[config.mk]
export PLATFORM = sky130hd
export DESIGN_NAME = nicnac_fetch_unit_flat
export DESIGN_NICKNAME = d
export VERILOG_FILES = /design/src/rtl/nicnac_fetch_unit_pkg.sv /design/src/rtl/nicnac_fetch_unit_if.sv /design/src/rtl/nicnac_fetch_unit_queue.sv /design/src/rtl/nicnac_fetch_unit.sv /design/src/flat_wrapper.sv
export SDC_FILE = /design/constraint.sdc
export NUM_CORES = 1
export LEC_CHECK = 0
export CORE_ASPECT_RATIO = 1.5
export CORE_MARGIN = 4
export CORE_UTILIZATION = 48
export DETAILED_ROUTE_END_ITERATION = 10
export HOLD_SLACK_MARGIN = 0.1
export PLACE_DENSITY = 0.76
export RECOVER_POWER = 50
export SKIP_CTS_REPAIR_TIMING = 1
export SLEW_MARGIN = 20
export SYNTH_ARGS = -nofsm -noshare
export SYNTH_HDL_FRONTEND = slang
export SYNTH_SLANG_ARGS = --single-unit
[constraint.sdc]
create_clock -name clk -period 2.36 [get_ports clk]
set_input_delay 0.708 -clock clk [delete_from_list [all_inputs] [get_ports clk]]
set_output_delay 0.708 -clock clk [all_outputs]
set_load 0.02 [all_outputs]
[src/rtl/nicnac_fetch_unit_pkg.sv]
// Shared NICNAC16 types for the fetch stage: widths, word/address types,
// fetch FSM states and the prefetch queue entry.
package nicnac16_pkg;

  localparam int ADDR_W  = 8;
  localparam int INSTR_W = 16;

  typedef logic [ADDR_W-1:0]  addr_t;
  typedef logic [INSTR_W-1:0] instr_t;

  typedef enum logic [1:0] {
    RUN,
    HALT_DRAIN,
    HALTED_ST
  } fetch_state_e;

  typedef struct packed {
    instr_t instr;
    addr_t  pc;
  } fetch_entry_t;

  // PC arithmetic wraps modulo 2^ADDR_W with no carry out.
  function automatic addr_t nextPc(input addr_t pc);
    return pc + addr_t'(1);
  endfunction

endpackage

[src/rtl/nicnac_fetch_unit_if.sv]
// ROM, decode, redirect and halt signals of the fetch stage.
// Perf counter signals exist only when NICNAC_FETCH_PERF_EN is defined.
interface nicnac_fetch_unit_if;
  import nicnac16_pkg::*;

  addr_t  romAddress;
  instr_t romValue;
  logic   instrValid;
  instr_t instr;
  addr_t  instrPc;
  logic   instrReady;
  logic   redirectValid;
  addr_t  redirectAddr;
  logic   halt;
  logic   halted;
`ifdef NICNAC_FETCH_PERF_EN
  logic [15:0] fetchCount;
  logic [7:0]  flushCount;

  modport master (
    output romAddress, instrValid, instr, instrPc, halted, fetchCount, flushCount,
    input  romValue, instrReady, redirectValid, redirectAddr, halt
  );
  modport slave (
    input  romAddress, instrValid, instr, instrPc, halted, fetchCount, flushCount,
    output romValue, instrReady, redirectValid, redirectAddr, halt
  );
`else
  modport master (
    output romAddress, instrValid, instr, instrPc, halted,
    input  romValue, instrReady, redirectValid, redirectAddr, halt
  );
  modport slave (
    input  romAddress, instrValid, instr, instrPc, halted,
    output romValue, instrReady, redirectValid, redirectAddr, halt
  );
`endif
endinterface

[src/rtl/nicnac_fetch_unit_queue.sv]
// Small synchronous FIFO of fetch entries with push/pop/flush; flush wins
// over push. Also intended for reuse as the data-side buffer.
module nicnac_fetch_queue
  import nicnac16_pkg::*;
#(
  parameter int DEPTH = 2
) (
  input  logic         clk,
  input  logic         rst_n,
  input  logic         i_push,
  input  fetch_entry_t i_pushEntry,
  input  logic         i_pop,
  input  logic         i_flush,
  output fetch_entry_t o_head,
  output logic         o_full,
  output logic         o_empty
);

  localparam int PTR_W = $clog2(DEPTH);

  // Pointers carry one extra wrap bit to tell full from empty.
  logic [PTR_W:0] r_wrPtr;
  logic [PTR_W:0] r_rdPtr;
  fetch_entry_t   r_mem [DEPTH];
  logic           w_doPush;
  logic           w_doPop;

  assign o_empty  = (r_wrPtr == r_rdPtr);
  assign o_full   = (r_wrPtr[PTR_W] != r_rdPtr[PTR_W]) &&
                    (r_wrPtr[PTR_W-1:0] == r_rdPtr[PTR_W-1:0]);
  assign o_head   = r_mem[r_rdPtr[PTR_W-1:0]];
  assign w_doPop  = i_pop && !o_empty;
  assign w_doPush = i_push && (!o_full || w_doPop);

  always_ff @(posedge clk or negedge rst_n) begin
    if (!rst_n) begin
      r_wrPtr <= '0;
      r_rdPtr <= '0;
      for (int i = 0; i < DEPTH; i++) r_mem[i] <= '0;
    end else if (i_flush) begin
      r_wrPtr <= '0;
      r_rdPtr <= '0;
    end else begin
      if (w_doPush) begin
        r_mem[r_wrPtr[PTR_W-1:0]] <= i_pushEntry;
        r_wrPtr <= r_wrPtr + (PTR_W+1)'(1);
      end
      if (w_doPop) r_rdPtr <= r_rdPtr + (PTR_W+1)'(1);
    end
  end

endmodule

[src/rtl/nicnac_fetch_unit.sv]
// NICNAC16 instruction fetch stage: PC, prefetch queue, redirect and halt.
// Optional perf counters are enabled by defining NICNAC_FETCH_PERF_EN.
module nicnac_fetch_unit
  import nicnac16_pkg::*;
#(
  parameter int    QUEUE_DEPTH  = 2,
  parameter addr_t RESET_VECTOR = 8'h00
) (
  input logic clk,
  input logic rst_n,
  nicnac_fetch_unit_if.master io_fetch
);

  fetch_state_e r_state;
  addr_t        r_pc;
  logic         r_halted;
  fetch_entry_t r_lastHead;
  fetch_entry_t w_head;
  fetch_entry_t w_pushEntry;
  logic         w_full;
  logic         w_empty;
  logic         w_pop;
  logic         w_push;
  logic         w_redirect;

  assign w_redirect  = io_fetch.redirectValid;
  assign w_pop       = !w_empty && io_fetch.instrReady;
  assign w_push      = (r_state == RUN) && !io_fetch.halt && !w_redirect && (!w_full || w_pop);
  assign w_pushEntry = '{instr: io_fetch.romValue, pc: r_pc};

  nicnac_fetch_queue #(.DEPTH(QUEUE_DEPTH)) u_queue (
    .clk        (clk),
    .rst_n      (rst_n),
    .i_push     (w_push),
    .i_pushEntry(w_pushEntry),
    .i_pop      (w_pop),
    .i_flush    (w_redirect),
    .o_head     (w_head),
    .o_full     (w_full),
    .o_empty    (w_empty)
  );

  always_ff @(posedge clk or negedge rst_n) begin
    if (!rst_n)          r_pc <= RESET_VECTOR;
    else if (w_redirect) r_pc <= io_fetch.redirectAddr;
    else if (w_push)     r_pc <= nextPc(r_pc);
  end

  // Drain is judged on the current occupancy, so HALTED asserts one edge after the last pop.
  always_ff @(posedge clk or negedge rst_n) begin
    if (!rst_n) begin
      r_state  <= RUN;
      r_halted <= 1'b0;
    end else begin
      case (r_state)
        RUN: if (io_fetch.halt) r_state <= HALT_DRAIN;
        HALT_DRAIN: begin
          if (!io_fetch.halt) begin
            r_state <= RUN;
          end else if (w_empty) begin
            r_state  <= HALTED_ST;
            r_halted <= 1'b1;
          end
        end
        HALTED_ST: begin
          if (!io_fetch.halt) begin
            r_state  <= RUN;
            r_halted <= 1'b0;
          end
        end
        default: begin
          r_state  <= RUN;
          r_halted <= 1'b0;
        end
      endcase
    end
  end

  // Keeps INSTR/INSTR_PC at the last head while the queue is empty.
  always_ff @(posedge clk or negedge rst_n) begin
    if (!rst_n)        r_lastHead <= '0;
    else if (!w_empty) r_lastHead <= w_head;
  end

  assign io_fetch.romAddress = r_pc;
  assign io_fetch.instrValid = !w_empty;
  assign io_fetch.instr      = w_empty ? r_lastHead.instr : w_head.instr;
  assign io_fetch.instrPc    = w_empty ? r_lastHead.pc    : w_head.pc;
  assign io_fetch.halted     = r_halted;

`ifdef NICNAC_FETCH_PERF_EN
  logic [15:0] r_fetchCount;
  logic [7:0]  r_flushCount;

  always_ff @(posedge clk or negedge rst_n) begin
    if (!rst_n) begin
      r_fetchCount <= '0;
      r_flushCount <= '0;
    end else begin
      if (w_push && (r_fetchCount != 16'hFFFF)) r_fetchCount <= r_fetchCount + 16'd1;
      if (w_redirect) r_flushCount <= r_flushCount + 8'd1;
    end
  end

  assign io_fetch.fetchCount = r_fetchCount;
  assign io_fetch.flushCount = r_flushCount;
`endif

endmodule
[src/flat_wrapper.sv]
// flat-port wrapper written by rule: the top's interface ports become plain ports
module nicnac_fetch_unit_flat import nicnac16_pkg::*;
#(
  parameter int    QUEUE_DEPTH  = 2,
  parameter addr_t RESET_VECTOR = 8'h00
)
  (clk, rst_n, io_fetch_romAddress, io_fetch_instrValid, io_fetch_instr, io_fetch_instrPc, io_fetch_halted, io_fetch_romValue, io_fetch_instrReady, io_fetch_redirectValid, io_fetch_redirectAddr, io_fetch_halt);
  nicnac_fetch_unit_if io_fetch_i ();
  input logic clk;
  input logic rst_n;
  output wire logic [$bits(io_fetch_i.romAddress)-1:0] io_fetch_romAddress;
  output wire logic [$bits(io_fetch_i.instrValid)-1:0] io_fetch_instrValid;
  output wire logic [$bits(io_fetch_i.instr)-1:0] io_fetch_instr;
  output wire logic [$bits(io_fetch_i.instrPc)-1:0] io_fetch_instrPc;
  output wire logic [$bits(io_fetch_i.halted)-1:0] io_fetch_halted;
  input wire logic [$bits(io_fetch_i.romValue)-1:0] io_fetch_romValue;
  input wire logic [$bits(io_fetch_i.instrReady)-1:0] io_fetch_instrReady;
  input wire logic [$bits(io_fetch_i.redirectValid)-1:0] io_fetch_redirectValid;
  input wire logic [$bits(io_fetch_i.redirectAddr)-1:0] io_fetch_redirectAddr;
  input wire logic [$bits(io_fetch_i.halt)-1:0] io_fetch_halt;
  assign io_fetch_romAddress = io_fetch_i.romAddress;
  assign io_fetch_instrValid = io_fetch_i.instrValid;
  assign io_fetch_instr = io_fetch_i.instr;
  assign io_fetch_instrPc = io_fetch_i.instrPc;
  assign io_fetch_halted = io_fetch_i.halted;
  assign io_fetch_i.romValue = io_fetch_romValue;
  assign io_fetch_i.instrReady = io_fetch_instrReady;
  assign io_fetch_i.redirectValid = io_fetch_redirectValid;
  assign io_fetch_i.redirectAddr = io_fetch_redirectAddr;
  assign io_fetch_i.halt = io_fetch_halt;
  nicnac_fetch_unit #(.QUEUE_DEPTH(QUEUE_DEPTH), .RESET_VECTOR(RESET_VECTOR)) u_core (.clk(clk), .rst_n(rst_n), .io_fetch(io_fetch_i));
endmodule
==> metrics.cfg, run 1 <==
[yosys]
yosysWarnings = 0
synth_top_area_share_pct = 56.3
synthAdderAreaFrac_pct = 0.324
synthTopCellsByArea = dfrtp_1 56%, mux2_4 16%, mux2i_1 6.7%, a21oi_1 3.2%, nor2_1 2.8%
synth_compound_area_share_pct = 6.31
syn_nets = 322
synth_xor_area_share_pct = 2.30
synthMuxAreaShare_pct = 24.6
ys.flop_type = dfrtp_1
yosys.area.top_type = dfrtp_1
synth_edf_count = 0
yosys.cell_types.count = 31
syn_area_sq_mm = 0.00386
synth-simple-area-share_pct = 6.90
ys_async_sr_fraction_pct = 100
syn_inst = 292
ys_seq_area_share_pct = 56.3
syn_area_per_cell_sq_um = 13.2
synth-seq-cells = 87
synth_top_family_by_area = multiplexers

[power]
vdd_drop_max_uv = 1300
p_per_area_mw_per_mm2 = 1790
leakage_nw = 2.42

[detailed_routing]
drt-initial-drc-count = 96
met1_length_mm = 3.56
dr_total_vias = 2577
drcViolationCount = 0
wl_met2_mm = 4.65
dr_wl_met3_um = 338
wl_mm = 8.78
wire_per_inst_um = 18.2
routed.top_layer = met4
post_drt_via_cell_ratio = 5.35
postRouteAntennaNets = 0
drtPass1Iterations = 4

[global_routing]
grt_max_degree = 42
grt-ovfl-total = 0
grt_use_total_pct = 18.9
antenna_found_initial = 0
grt_pass1_vias = 2768
grt_pass1_wl_mm = 13.8

[worst_setup_path]
cp_top_family = flip-flops
crit_chain = xor2_4 -> or2_4 -> clkbuf_16 -> a21oi_4 -> buf_6
end_kind = output port
critPathKind = flop to output port
crit_fanout = 7
worstSetupStartpointType = flop
crit_buf_inv = 2
cpMaxStageDelayCell = dfrtp_2
required_ns = 1.65
crit_arrival_ns = 1.84
cpPeakStageDelay_ns = 0.44

[placement]
gp_congestion = 0.804
dp_hpwl_mm = 5.49
port_buffers = 62
dp_cells = 461
place_ws_ns = -0.365

[timing]
finalSetupViolCount = 24
relSlewSlack_pct = 6.77
fin_setup_tns_ns = -3.45
worst_pin_slew_ns = 1.40
drv_slew = 0
hold_viol = 0
clock_skew_ns = 0.00356
fin_crit_sh_pct = 108
setup_slack_ns = -0.187
rsz0062_at_grt = true
whs_ns = 0.471
fmax_ghz = 0.393
fin_crit_ns = 2.55

[clocking]
ctsHtreeMaxLevel = 3
clk_pin_slew_ns = 0.06
root_buffer = clkbuf_16
cts_tree = done
clk_path_buf_depth = 2
clock_latency_ns = 0.33
cts.sinks = 87
numCtsBuffers = 9

[floorplanning]
die_h_um = 118
dieWidth_um = 81.3
row_count = 39
initial_core_util_pct = 50.1
fp.coreArea_sq_mm = 0.00771
die-area_sq_mm = 0.00958
ios = 63

[final_layout]
layout.nets = 405
nFillCells = 519
drive_gt1_share_pct = 43.9
syn_to_final_growth_pct = 42.6
multi_input_area_sq_mm = 0.00199
final_core_util_pct = 71.5
instances_no_fill = 482
diodes = 0
regArea_sq_mm = 0.00218

[status]
outcome = finished, violations left
violations = setup timing

[run]
cap_violations = 0

[worst_hold_path]
hold_class = flop to flop

[worst paths after layout]
check,start,endpoint,depth (start not counted),slack [ns]
hold / removal,u_core.r_state[1],u_core.r_state[0],1,0.47
setup / recovery,u_core.u_queue.r_wrPtr[0],io_fetch_instrPc[3],5,-0.19
hold reg to reg,u_core.r_state[1],u_core.r_state[0],1,0.47
setup reg to reg,u_core.u_queue.r_wrPtr[0],u_core.u_queue.r_mem[31],6,0.29
max in group asynchronous,rst_n,u_core.u_queue.r_mem[8],2,0.33
min in group asynchronous,rst_n,u_core.r_lastHead[22],1,0.69
[power by group]
group | switching, mW | total [mW] | internal [mW]
combinational | 2.88 | 5.70 | 2.82
sequential | 0.491 | 2.70 | 2.20
clock | 0.541 | 1.44 | 0.903
total | 3.91 | 9.84 | 5.93
[per-stage QoR]
stage	area, sq um	power [mW]
after floorplan	4090	5.73
after global placement	4940	7.39
after detailed placement	4940	7.51
after CTS	5250	9.04
after global routing	5510	10.4
final	5510	9.84
[per-layer routing]
layer	track usage [%]	vias up
met2	31.4	59
met4	7.29	0
li1	-	1196
met5	0	-
met1	23.0	1303
met3	4.82	19
[kinds of logic after synthesis]
family	count (synthesis)
and+or+nand+nor	58
adders and majority gates	1
DFF	87
xor gates and xnor gates	8
AOI/OAI and AO/OA	42
muxes	74
buffers and inverters	22
[flip-flops by register name, indices dropped and copies added (netlist names)]
signal	flops
u_core.r_lastHead	24
u_core.u_queue.r_rdPtr	2
u_core.io_fetch.halted	1
u_core.io_fetch.romAddress	8
u_core.u_queue.r_wrPtr	2
u_core.u_queue.r_mem	48
u_core.r_state	2
[synth_stat cells, types with 5 or more instances]
| cell type | instances |
|---|---|
| dfrtp_1 | 87 |
| mux2_4 | 40 |
| nor2_1 | 29 |
| mux2i_1 | 26 |
| a21oi_1 | 25 |
| mux2_2 | 8 |
| nand3_1 | 8 |
| nand2_1 | 7 |
| clkbuf_1 | 6 |
| o21ai_0 | 6 |
| buf_6 | 5 |
| xor2_1 | 5 |
[cells in the final DEF, fill, tap and decap left out, types with 2 or more instances in the layout]
cell type	instances
dfrtp_1	85
mux2_4	40
clkdlybuf4s50_1	36
mux2i_1	26
buf_4	22
a21oi_4	21
nor2_4	20
buf_6	16
clkbuf_16	11
nand3_1	8
mux2_2	8
nor2_1	7
nand2_1	7
o21ai_0	6
or3_1	4
inv_1	4
o211ai_1	4
or4_1	4
xor2_1	4
clkbuf_8	4
clkbuf_2	4
buf_12	3
or2_4	2
nor2_2	2
a21oi_1	2
a21oi_2	2
xnor2_1	2
a31oi_1	2
a22o_1	2
clkinv_2	2
clkbuf_1	2
dfrtp_2	2
[layout make-up]
type | count | area share [%]
clock buffer | 13 | 4.90
clock inverter | 3 | 0.726
inverter | 4 | 0.272
multi-input combinational | 184 | 36.0
sequential | 87 | 39.5
tap | 102 | 2.32
timing repair buffer | 89 | 16.2
Note: power is estimated with default switching activity, not from simulation.
==> run 2: changes to the inputs <==
--- a/config.mk
+++ b/config.mk
@@ -13,7 +13,6 @@
 export PLACE_DENSITY = 0.76
 export RECOVER_POWER = 50
 export SKIP_CTS_REPAIR_TIMING = 1
-export SLEW_MARGIN = 20
 export SYNTH_ARGS = -nofsm -noshare
 export SYNTH_HDL_FRONTEND = slang
 export SYNTH_SLANG_ARGS = --single-unit
==> results of run 2 <==
Final layout, timing and power as in run 1 (identical DEF).
